File: src/rtl/csr_unit.sv
// csr_unit: executes one CSRRW/S/C[I] uop at a time; the old value goes to writeback
// at once, and the CSR write waits until the ROB commits the uop's tag.
module csr_unit #(
    parameter int XLEN  = 64,
    parameter int TAG_W = 5
) (
    input  logic             clk,
    input  logic             rstn,
    input  logic             issue_valid_i,
    output logic             issue_ready_o,
    input  logic [2:0]       issue_op_i,
    input  logic [11:0]      issue_addr_i,
    input  logic [XLEN-1:0]  issue_src_i,
    input  logic             issue_src_zero_i,
    input  logic             issue_rd_zero_i,
    input  logic [TAG_W-1:0] issue_tag_i,
    output logic             csr_rvalid_o,
    output logic [11:0]      csr_raddr_o,
    input  logic [XLEN-1:0]  csr_rdata_i,
    output logic             csr_wvalid_o,
    output logic [11:0]      csr_waddr_o,
    output logic [XLEN-1:0]  csr_wdata_o,
    output logic             wb_valid_o,
    input  logic             wb_ready_i,
    output logic [TAG_W-1:0] wb_tag_o,
    output logic [XLEN-1:0]  wb_data_o,
    output logic             wb_illegal_o,
    input  logic             commit_valid_i,
    input  logic [TAG_W-1:0] commit_tag_i,
    input  logic             flush_i
);
    localparam logic [2:0] IDLE = 3'd0, READ = 3'd1, WB = 3'd2, WAIT_CMT = 3'd3, WRITE = 3'd4;
    logic [2:0]       r_state, w_next;
    logic [2:0]       r_op;
    logic [11:0]      r_addr;
    logic [XLEN-1:0]  r_src, r_old, r_new;
    logic             r_src_zero, r_rd_zero, r_need_wr, r_illegal;
    logic [TAG_W-1:0] r_tag;
    logic             w_illegal, w_rd, w_need_wr, w_commit;
    logic             w_in_idle, w_in_read, w_in_wb, w_in_wr;
    logic [XLEN-1:0]  w_old, w_new;
    // op[1:0]: 01 write, 10 set, 11 clear, 00 illegal; op[2] only selects the imm form
    assign w_illegal = r_op[1:0] == 2'b00;
    assign w_in_idle = rstn && r_state == IDLE;
    assign w_in_read = rstn && r_state == READ;
    assign w_in_wb   = rstn && r_state == WB;
    assign w_in_wr   = rstn && r_state == WRITE;
    assign w_rd      = w_in_read && !w_illegal && !(r_op[1:0] == 2'b01 && r_rd_zero);
    assign w_old     = w_rd ? csr_rdata_i : '0;
    assign w_new     = r_op[1:0] == 2'b01 ? r_src :
                       r_op[1:0] == 2'b10 ? (w_old | r_src) : (w_old & ~r_src);
    assign w_need_wr = !w_illegal && !(r_op[1] && r_src_zero);
    assign w_commit  = commit_valid_i && commit_tag_i == r_tag;
    always_comb begin
        w_next = IDLE;
        w_next = r_state == IDLE     ? ((issue_valid_i && !flush_i) ? READ : IDLE) :
                 r_state == READ     ? (flush_i ? IDLE : WB) :
                 r_state == WB       ? (flush_i ? IDLE : !wb_ready_i ? WB :
                                        r_need_wr ? WAIT_CMT : IDLE) :
                 r_state == WAIT_CMT ? (w_commit ? WRITE : flush_i ? IDLE : WAIT_CMT) :
                 IDLE;
    end
    always_ff @(posedge clk) begin
        if (!rstn) begin
            r_state    <= IDLE;
            r_op       <= '0;
            r_addr     <= '0;
            r_src      <= '0;
            r_src_zero <= 1'b0;
            r_rd_zero  <= 1'b0;
            r_tag      <= '0;
            r_old      <= '0;
            r_new      <= '0;
            r_need_wr  <= 1'b0;
            r_illegal  <= 1'b0;
        end else begin
            r_state <= w_next;
            if (r_state == IDLE && issue_valid_i && !flush_i) begin
                r_op       <= issue_op_i;
                r_addr     <= issue_addr_i;
                r_src      <= issue_src_i;
                r_src_zero <= issue_src_zero_i;
                r_rd_zero  <= issue_rd_zero_i;
                r_tag      <= issue_tag_i;
            end
            if (r_state == READ) begin
                r_old     <= w_old;
                r_new     <= w_new;
                r_need_wr <= w_need_wr;
                r_illegal <= w_illegal;
            end
        end
    end
    assign issue_ready_o = w_in_idle;
    assign csr_rvalid_o  = w_rd;
    assign csr_raddr_o   = w_in_read ? r_addr : '0;
    assign wb_valid_o    = w_in_wb && !flush_i;
    assign wb_tag_o      = w_in_wb ? r_tag : '0;
    assign wb_data_o     = w_in_wb ? r_old : '0;
    assign wb_illegal_o  = w_in_wb && r_illegal;
    assign csr_wvalid_o  = w_in_wr;
    assign csr_waddr_o   = w_in_wr ? r_addr : '0;
    assign csr_wdata_o   = w_in_wr ? r_new : '0;
endmodule

File: config.mk
export PLATFORM = sky130hd
export DESIGN_NAME = csr_unit
export DESIGN_NICKNAME = d
export VERILOG_FILES = /design/src/rtl/csr_unit.sv
export SDC_FILE = /design/constraint.sdc
export NUM_CORES = 1
export LEC_CHECK = 0
export ABC_AREA = 1
export ABC_CLOCK_PERIOD_IN_PS = 1500
export BUFFER_PORTS_ARGS = -buffer_cell sky130_fd_sc_hd__buf_2
export CORE_UTILIZATION = 45
export DETAILED_ROUTE_END_ITERATION = 8
export PLACE_DENSITY = 0.72
export SLEW_MARGIN = 20
export SYNTH_ARGS = -nofsm -noshare
export SYNTH_HDL_FRONTEND = slang
export SYNTH_SLANG_ARGS = --single-unit
File: constraint.sdc
create_clock -name clk -period 1.5 [get_ports clk]
set_clock_uncertainty 0.1 [all_clocks]
set_input_delay 0.15 -clock clk [delete_from_list [all_inputs] [get_ports clk]]
set_output_delay 0.15 -clock clk [all_outputs]
set_load 0.005 [all_outputs]
==> flow_summary.toml <==
[floorplan]
dieArea_um2 = 22000
die_y_um = 148
start_util_pct = 45.9
io_pins = 323
fp-row-count = 53
die_x_um = 148
core_um2 = 21000

[drt]
drt_first_pass_iters = 7
drc = 0
drt_iter0_drc = 842
ant_nets = 0
wirelength_um = 33900
num_vias = 11400
viasPerCell = 5.23
wl_per_cell_um = 15.6

[worst_setup_path]
critical_path_class = "reg2out"
crit_buf_inv = 2
cp_num_cells = 5
path_cells = "nor3_4 > nand2_2 > buf_12 > nor2_1 > buf_2"
cp_data_arrival_time_ps = 1700
reg2reg_setup_slack_ps = -360
worstReg2RegEnd = "r_new[28]"
path_max_fanout = 39
path_delay_family = "simple AND/OR/NAND/NOR gates"
start_kind = "register"
max_stage_delay_ps = 360
reg2reg_from = "r_state[0]"
required_ps = 1250
critPathSlowestCell = "dfxtp_4"
setup.worst_path.end = "wb_data_o[55]"
r2r_cells = 10
crit_path_end_kind = "primary output"
crit_start = "r_state[0]"

[synth]
ys_types = 23
synth_fp_nets = 1603
netlist_area_um2 = 9610
yosysSeqAreaShare_pct = 45.4
synth-edff-count = 0
ys_async_sr_fraction_pct = 0
syn_area_per_cell_um2 = 6.67
ys_seq_elements = 218
yosysWarningCount = 0
ys.flop_type = "dfxtp_1"
synth_cells = 1442

[finish]
n_fill_cell = 1699
area_growth_pct = 48.7
nets = 2049
drive_gt1_share_pct = 24.7
fin_cells = 2180
final_cell_mix = "nor2_1 (328), buf_2 (320), dfxtp_1 (215)"
final_common_cell = "nor2_1"

[timing]
max_freq_mhz = 512
fin_setup_tns_ps = -86860
setup_slack_ps = -452
report.final.setup_viol = 297
worst_slew_pin_slew_ps = 425
drv_slew = 0
fin_crit_ps = 1950
period_share_pct = 130
finalHoldViolCount = 0
relSlewSlack_pct = 71.7
rsz0062_at_grt = "yes"

[grt]
gr-total-overflow = 0
grtUsageTotal_pct = 29.7
grt_pass1_wl_um = 52900
grt_pass1_vias = 10800
antenna_found_initial = 2
grt_max_degree = 68

[run_status]
outcome = "complete, but fails checks"
violations = "setup timing"

[clock_network]
cts.sinks = 218
clkTransAtPathRegs_ps = 60
clk_path_buf_depth = 3
cts_max_level = 1
numCtsBuffers = 23
cts-root-buf = "clkbuf_16"
cts_tree = "yes"
clk_latency_ps = 500

[hold_path]
worstHoldPathType = "in2reg"

[power_and_ir_drop]
leakagePower_nw = 5.99
peakVddDrop_v = 0.000934
cellPowerDensity_nw_per_um2 = 990

[flow_run]
maxCapViolations = 0

[placed_design]
post-dp-hpwl_um = 20200
numPlacedInstances = 1976
gp_congestion = 0.883
port_buffers = 321
worst min-delay path by stage:
| stage | start | endpoint | cells past startpoint |
|---|---|---|---|
| 2_1_floorplan | csr_rdata_i[10] | r_old[10] | 2 |
| 6_report | commit_tag_i[0] | r_state[2] | 6 |
| 4_1_cts | commit_tag_i[0] | r_state[2] | 6 |
| 3_3_place_gp | issue_src_i[50] | r_src[50] | 3 |
| 5_1_grt | commit_tag_i[0] | r_state[2] | 6 |
| 3_5_place_dp | issue_src_i[46] | r_src[46] | 3 |
worst reg2reg max path: cells and delay by family, from the launching register on:
kind                   cells  cell delay [ps]
flip-flops                 1              380
AO/OA/AOI/OAI              1              160
AND/OR/NAND/NOR            4              480
buffers and inverters      5              680
metal layers:
metal	part of all wire [%]	wire [um]	vias up	global-route usage, %
li1	-	-	5439	-
met2	48	16300	607	50.8
met3	8.2	2790	119	5.06
met5	0.038	13	-	0
met4	3.6	1220	2	12.6
met1	40	13600	5227	36.7
what timing repair did:
action                                  in CTS  in global routing
pin swaps                                    1                  1
cloned                                       0                  0
hold buffers                               156                  0
gates resized for setup                     30                 33
endpoints found under the setup margin     295                375
buffers inserted                             4                  2
hold endpoints to repair                   216                  0
registers in the layout, indices dropped and copies added (netlist names):
signal      cells
r_addr         12
r_illegal       1
r_need_wr       1
r_new          64
r_old          64
r_op            2
r_rd_zero       1
r_src          64
r_src_zero      1
r_state         3
r_tag           5
synthesized netlist by cell type, types with 3 or more instances:
master      n  area share [%]
a21oi_1   214              11
buf_1       3            0.12
buf_2      14            0.73
buf_4      12            0.94
clkbuf_1   75             2.9
dfxtp_1   218              45
inv_1     158             6.2
inv_2       4            0.16
nand2_1   149             5.8
nand3_1    69             3.6
nor2_1    363              14
o21ai_0   150             7.8
layout make-up:
cell class	count	area, um^2	area share [%]
Clock buffer	29	618	4.32
Antenna cell	1	2.50	0.0175
Timing Repair Buffer	526	3800	26.6
Tap cell	275	344	2.41
Inverter	163	612	4.28
Clock inverter	12	189	1.32
Multi-Input combinational cell	956	4360	30.5
Sequential cell	218	4370	30.6
metrics by stage:
stage                     util [%]  setup WS (ps)  instance area, um^2  power (mW)  hold WS, ps
after floorplan                  -            109                 9610        7.11          193
after global placement        55.8          -60.2                11700        7.71          299
after detailed placement      55.8           -109                11700        7.74          309
after CTS                     67.6           -471                14200        14.2        0.241
after global routing          68.2           -516                14300        14.7         50.0
final                         68.2           -452                14300        14.2         32.3
where the power goes:
group          total (mW)  internal [mW]  switching (mW)
Combinational        1.80          0.818           0.984
Clock                6.12           3.78            2.35
Sequential           6.23           6.06           0.165
Total                14.2           10.7            3.49
kinds of logic after synthesis:
kind of cell	count (synthesis)	synth area share (%)
compound gates	367	19.2
buf+inv	268	11.2
flops	218	45.4
simple gates	589	24.2
Power figures use the tool's default switching activity.
